## src/rtl/fifo_pkg.sv

```systemverilog
// rtl/fifo_pkg.sv - shared pointer helpers for the dual-clock FIFO
package fifo_pkg;

    // Number of FIFO entries for a given address width
    function automatic int fifo_depth(input int addr_w);
        return 1 << addr_w;
    endfunction

    // Binary to Gray; callers zero-extend narrower pointers and cast back down
    function automatic logic [31:0] bin2gray(input logic [31:0] i_bin);
        return i_bin ^ (i_bin >> 1);
    endfunction

    // Gray to binary by prefix XOR from the MSB; zero upper bits pass through unchanged
    function automatic logic [31:0] gray2bin(input logic [31:0] i_gray);
        logic [31:0] w_bin;
        w_bin[31] = i_gray[31];
        for (int i = 30; i >= 0; i--) begin
            w_bin[i] = w_bin[i+1] ^ i_gray[i];
        end
        return w_bin;
    endfunction

endpackage

```

## src/rtl/wptr_full_if.sv

```systemverilog
// rtl/wptr_full_if.sv - write-side pointer/status bundle of the dual-clock FIFO
interface wptr_full_if #(
    parameter int ADDR_W = 4
);
    logic              i_wrEn;
    logic [ADDR_W:0]   i_rSyncPtr;
    logic [ADDR_W-1:0] o_wAddr;
    logic [ADDR_W:0]   o_wPtr;
    logic              o_full;
    logic              o_almostFull;
    logic [ADDR_W:0]   o_wrCount;
    logic              o_overflow;

    // Producer / write-domain environment side
    modport master (
        output i_wrEn, i_rSyncPtr,
        input  o_wAddr, o_wPtr, o_full, o_almostFull, o_wrCount, o_overflow
    );

    // Pointer/status generator side
    modport slave (
        input  i_wrEn, i_rSyncPtr,
        output o_wAddr, o_wPtr, o_full, o_almostFull, o_wrCount, o_overflow
    );
endinterface

```

## src/rtl/wptr_full.sv

```systemverilog
// rtl/wptr_full.sv - write pointer, Gray pointer and full/level status generator
module wptr_full
    import fifo_pkg::*;
#(
    parameter int ADDR_W       = 4,
    parameter int AFULL_THRESH = 12
) (
    input  logic          i_clk,
    input  logic          i_srst,
    wptr_full_if.slave    s_wif
);

    localparam int              PW       = ADDR_W + 1;
    localparam logic [ADDR_W:0] LP_AFULL = PW'(AFULL_THRESH);

    logic [ADDR_W:0] r_wBin;
    logic [ADDR_W:0] r_wPtr;
    logic            r_full;
    logic            r_almostFull;
    logic [ADDR_W:0] r_wrCount;
    logic            r_overflow;

    logic            w_accept;
    logic [ADDR_W:0] w_wBinNext;
    logic [ADDR_W:0] w_wGrayNext;
    logic [ADDR_W:0] w_rBin;
    logic [ADDR_W:0] w_fillNext;
    logic [ADDR_W:0] w_fullPattern;

    // Writes are gated by the registered full flag; the RAM enable uses the same term
    assign w_accept    = s_wif.i_wrEn & ~r_full;
    assign w_wBinNext  = r_wBin + {{ADDR_W{1'b0}}, w_accept};
    assign w_wGrayNext = PW'(bin2gray(32'(w_wBinNext)));
    assign w_rBin      = PW'(gray2bin(32'(s_wif.i_rSyncPtr)));
    assign w_fillNext  = w_wBinNext - w_rBin;

    // Full in Gray space: read pointer one lap behind means top two bits inverted
    assign w_fullPattern = {~s_wif.i_rSyncPtr[ADDR_W:ADDR_W-1], s_wif.i_rSyncPtr[ADDR_W-2:0]};

    // Pointer and status registers, all judged against the next write pointer
    always_ff @(posedge i_clk) begin
        if (i_srst) begin
            r_wBin       <= '0;
            r_wPtr       <= '0;
            r_full       <= 1'b0;
            r_almostFull <= 1'b0;
            r_wrCount    <= '0;
            r_overflow   <= 1'b0;
        end else begin
            r_wBin       <= w_wBinNext;
            r_wPtr       <= w_wGrayNext;
            r_full       <= (w_wGrayNext == w_fullPattern);
            r_almostFull <= (w_fillNext >= LP_AFULL);
            r_wrCount    <= w_fillNext;
            r_overflow   <= s_wif.i_wrEn & r_full;
        end
    end

    assign s_wif.o_wAddr      = r_wBin[ADDR_W-1:0];
    assign s_wif.o_wPtr       = r_wPtr;
    assign s_wif.o_full       = r_full;
    assign s_wif.o_almostFull = r_almostFull;
    assign s_wif.o_wrCount    = r_wrCount;
    assign s_wif.o_overflow   = r_overflow;

endmodule

```

## src/flat_wrapper.sv

```systemverilog
// flat-port wrapper written by rule: the top's interface ports become plain ports
module wptr_full_flat import fifo_pkg::*;
#(
    parameter int ADDR_W       = 4,
    parameter int AFULL_THRESH = 12
)
  (i_clk, i_srst, s_wif_i_wrEn, s_wif_i_rSyncPtr, s_wif_o_wAddr, s_wif_o_wPtr, s_wif_o_full, s_wif_o_almostFull, s_wif_o_wrCount, s_wif_o_overflow);
  wptr_full_if #(.ADDR_W(ADDR_W)) s_wif_i ();
  input  logic i_clk;
  input  logic i_srst;
  input wire logic [$bits(s_wif_i.i_wrEn)-1:0] s_wif_i_wrEn;
  input wire logic [$bits(s_wif_i.i_rSyncPtr)-1:0] s_wif_i_rSyncPtr;
  output wire logic [$bits(s_wif_i.o_wAddr)-1:0] s_wif_o_wAddr;
  output wire logic [$bits(s_wif_i.o_wPtr)-1:0] s_wif_o_wPtr;
  output wire logic [$bits(s_wif_i.o_full)-1:0] s_wif_o_full;
  output wire logic [$bits(s_wif_i.o_almostFull)-1:0] s_wif_o_almostFull;
  output wire logic [$bits(s_wif_i.o_wrCount)-1:0] s_wif_o_wrCount;
  output wire logic [$bits(s_wif_i.o_overflow)-1:0] s_wif_o_overflow;
  assign s_wif_i.i_wrEn = s_wif_i_wrEn;
  assign s_wif_i.i_rSyncPtr = s_wif_i_rSyncPtr;
  assign s_wif_o_wAddr = s_wif_i.o_wAddr;
  assign s_wif_o_wPtr = s_wif_i.o_wPtr;
  assign s_wif_o_full = s_wif_i.o_full;
  assign s_wif_o_almostFull = s_wif_i.o_almostFull;
  assign s_wif_o_wrCount = s_wif_i.o_wrCount;
  assign s_wif_o_overflow = s_wif_i.o_overflow;
  wptr_full #(.ADDR_W(ADDR_W), .AFULL_THRESH(AFULL_THRESH)) u_core (.i_clk(i_clk), .i_srst(i_srst), .s_wif(s_wif_i));
endmodule
```

## config.mk

```make
export PLATFORM = sky130hd
export DESIGN_NAME = wptr_full_flat
export DESIGN_NICKNAME = d
export VERILOG_FILES = /design/src/rtl/fifo_pkg.sv /design/src/rtl/wptr_full_if.sv /design/src/rtl/wptr_full.sv /design/src/flat_wrapper.sv
export SDC_FILE = /design/constraint.sdc
export NUM_CORES = 1
export LEC_CHECK = 0
export ABC_AREA = 1
export BUFFER_PORTS_ARGS = -buffer_cell sky130_fd_sc_hd__buf_2
export CAP_MARGIN = 25
export CORE_ASPECT_RATIO = 0.6
export CORE_UTILIZATION = 40
export DETAILED_ROUTE_END_ITERATION = 8
export HOLD_SLACK_MARGIN = 0.05
export PLACE_DENSITY = 0.63
export SYNTH_ARGS = -nofsm -noshare
export SYNTH_HDL_FRONTEND = slang
export SYNTH_SLANG_ARGS = --single-unit
```

## constraint.sdc

```tcl
create_clock -name i_clk -period 3.14 [get_ports i_clk]
set_clock_uncertainty 0.15 [all_clocks]
set_input_delay 0.628 -clock i_clk [delete_from_list [all_inputs] [get_ports i_clk]]
set_output_delay 0.628 -clock i_clk [all_outputs]
set_load 0.01 [all_outputs]
```

==> impl_metrics.toml <==
[critical_path]
critical_path_peak_fanout = 5
cp_cell_sequence = "buf_2 > inv_1 > nor2_1 > ha_1 > ha_1 > nand2_1 > nand2_2 > inv_1 > ha_1 > a21oi_1 > nand2_1 > a21oi_1 > nand2_1 > o21ai_0"
worstSetupStartpoint = "s_wif_i_wrEn"
critical_path_source_type = "input port"
critical-path-slowest-cell = "sky130_fd_sc_hd__ha_1"
critPathRequiredTime_ns = 3.18
worstSetupPathType = "in -> reg"
worst_setup_path_end_kind = "flop"
arrival_ns = 2.61
timing.reg2reg.setup_slack_ns = 0.73
r2r-start = "u_core.s_wif.o_full"
timing.critical_path.max_delay_family = "adder cells"
max_stage_delay_ns = 0.35
timing.critical_path.buf_inv = 3

[drt]
number_of_vias_in_the_routed_layout = 882
wirelength_per_cell_um = 10.8
antenna_violating_nets_post_route = 0
detailedRoute.firstPassIterationCount = 4
remaining_routing_drc_violations = 0
vias_per_cell = 4.69
drt_iter0_markers = 56
wl_mm = 2.04

[global_route]
gr-total-overflow = 0
initial_antenna_violation_count = 0
globalRouteTotalUtil = 0.191
grt_first_pass_wirelength_mm = 3.38
grt_pass1_vias = 741
grt_start_max_net_pins = 14

[floorplan]
fp.coreArea_mm2 = 0.00218
core.rowCount = 13
io_pins = 25
overall_die_area_mm2 = 0.00253
die_h_um = 39.3
effective_utilization_at_floorplan = 0.427
die_width_um = 64.2

[yosys]
synth-seq-cells = 17
avgSynthCellArea_um2 = 7.04
synth_sequential_area_ratio = 0.366
synthesis.nets = 147
post_synth_main_area_contributors = "sky130_fd_sc_hd__dfxtp_1 37%, sky130_fd_sc_hd__nand2_1 15%, sky130_fd_sc_hd__ha_1 8.1%"
synth_async_sr_flop_share = 0
synth_enable_flop_cells = 0
synthesis.area_um2 = 930
synthFlopType = "sky130_fd_sc_hd__dfxtp_1"
yosys_top_cell_by_area = "sky130_fd_sc_hd__dfxtp_1"
synth_cell_types = 19
netlist_instances = 132
yosysWarningCount = 0
yosysTopAreaCellShare = 0.366

[layout]
fraction_of_layout_instances_using_a_drive_strength_above_1 = 0.228
post_route_cell_area_mm2 = 0.00112
area_growth_syn_to_layout_pct = 20.3
final_net_count = 174
final_core_util = 0.513
n_antenna_cell = 0
mostFrequentLayoutCells = "36 x sky130_fd_sc_hd__nand2_1, 24 x sky130_fd_sc_hd__buf_2, 17 x sky130_fd_sc_hd__inv_1, 17 x sky130_fd_sc_hd__dfxtp_1, 16 x sky130_fd_sc_hd__nor2_1"
final_common_cell = "sky130_fd_sc_hd__nand2_1"

[cts]
h-tree-depth = 1
worstSkewPairLatency_ns = 0.26
cts_root_buf = "sky130_fd_sc_hd__clkbuf_8"
cts-root-to-sink-buffers = 2
clock_sink_count = 17
clkSlewWorstSetupHoldPaths_ns = 0.07
cts-resized-gates = 0
cts_made_buffers = 3
cts_tree = "done"
cts_hold_bufs = 0
post-cts-setup-buffer-count = 0

[sta]
slew-limit-headroom = 0.814
max_freq_mhz = 389
finalSetupViolations = 0
rsz_0062_raised_after_global_routing = "false"
fin_hold_ws_ns = 0.305
min_period_over_period = 0.818
setup_total_negative_slack_ns = 0
finalHoldViolCount = 0
slew_at_the_pin_closest_to_its_max_slew_limit_ns = 0.279
report.final.slew_viol_count = 0
fin_crit_ns = 2.57

[min_path]
min-delay-path-class = "reg -> reg"
hold_path_startpoint = "u_core.s_wif.o_full"

[outcome]
outcome = "complete, no violations"

[power_and_ir_drop]
power_density_mw_per_mm2 = 493
leakagePower_nw = 0.621
vdd_ir_drop_max_uv = 153
total_power_mw = 0.551

[placement]
place_hpwl_mm = 1.65
gp_congestion = 0.888
detailed_place.area_mm2 = 0.00107
buffers_on_ports = 24

[run]
cap_violations = 0
-- state kept, by name, summed over array words and instances (netlist names) --
register,cells
u_core.s_wif.o_overflow,1
u_core.s_wif.o_wPtr,5
u_core.r_wBin,4
u_core.s_wif.o_wrCount,5
u_core.s_wif.o_full,1
u_core.s_wif.o_almostFull,1
-- worst paths after layout --
kind | endpoint | depth (start not counted)
setup / recovery | u_core.s_wif.o_almostFull | 14
hold / removal | u_core.s_wif.o_overflow | 2
setup reg to reg | u_core.s_wif.o_almostFull | 12
hold reg to reg | u_core.s_wif.o_overflow | 2
-- kinds of logic (layout without fill, tap and decap cells) --
| kind of cell | Yosys count | count (layout) | synth area share |
|---|---|---|---|
| flip-flops | 17 | 17 | 0.366 |
| AO/OA/AOI/OAI | 8 | 8 | 0.0458 |
| adder cells (fa/ha/maj) | 7 | 7 | 0.102 |
| buffers and inverters | 19 | 45 | 0.0848 |
| XOR/XNOR | 2 | 2 | 0.0188 |
| AND/OR/NAND/NOR | 79 | 79 | 0.382 |
-- cells in the mapped netlist, types with 2 or more instances --
| cell type | instances |
|---|---|
| sky130_fd_sc_hd__nand2_1 | 36 |
| sky130_fd_sc_hd__dfxtp_1 | 17 |
| sky130_fd_sc_hd__inv_1 | 17 |
| sky130_fd_sc_hd__nor2_1 | 16 |
| sky130_fd_sc_hd__nand3_1 | 12 |
| sky130_fd_sc_hd__nand2_2 | 7 |
| sky130_fd_sc_hd__a21oi_1 | 6 |
| sky130_fd_sc_hd__ha_1 | 6 |
| sky130_fd_sc_hd__nand4_1 | 4 |
| sky130_fd_sc_hd__nand3b_1 | 2 |
-- area by class of cell --
type | count | area [µm²]
sequential | 17 | 340
tap | 30 | 37.5
clock inverter | 1 | 5.00
timing repair buffer | 24 | 120
multi-input combinational | 96 | 510
fill | 220 | 1060
clock buffer | 3 | 41.3
inverter | 17 | 63.8
-- worst register-to-register path, cell delays in order, from the launching register on --
cell	delay, ns
sky130_fd_sc_hd__dfxtp_1	0.32
sky130_fd_sc_hd__nor2_1	0.11
sky130_fd_sc_hd__ha_1	0.22
sky130_fd_sc_hd__ha_1	0.26
sky130_fd_sc_hd__nand2_1	0.11
sky130_fd_sc_hd__nand2_2	0.15
sky130_fd_sc_hd__inv_1	0.08
sky130_fd_sc_hd__ha_1	0.35
sky130_fd_sc_hd__a21oi_1	0.21
sky130_fd_sc_hd__nand2_1	0.08
sky130_fd_sc_hd__a21oi_1	0.18
sky130_fd_sc_hd__nand2_1	0.06
sky130_fd_sc_hd__o21ai_0	0.07
-- routing by layer --
metal | share of wire | vias to the layer above | track usage
li1 | - | 472 | -
met1 | 0.54 | 386 | 0.252
met2 | 0.39 | 19 | 0.282
met3 | 0.048 | 5 | 0.0610
met4 | 0.020 | 0 | 0.100
met5 | 0 | - | 0
-- metrics by stage --
stage	setup slack (ns)	instances
3_3_place_gp	0.284	184
3_5_place_dp	0.308	184
6_report	0.570	188
2_1_floorplan	0.596	132
5_1_grt	0.341	188
4_1_cts	0.582	188
-- where the power goes --
group	leakage, nW	internal [mW]	switching [mW]
sequential	0.140	0.237	0.00621
combinational	0.455	0.0568	0.0825
clock	0.0255	0.0883	0.0803
No activity file was read; power rests on OpenSTA's default activity.
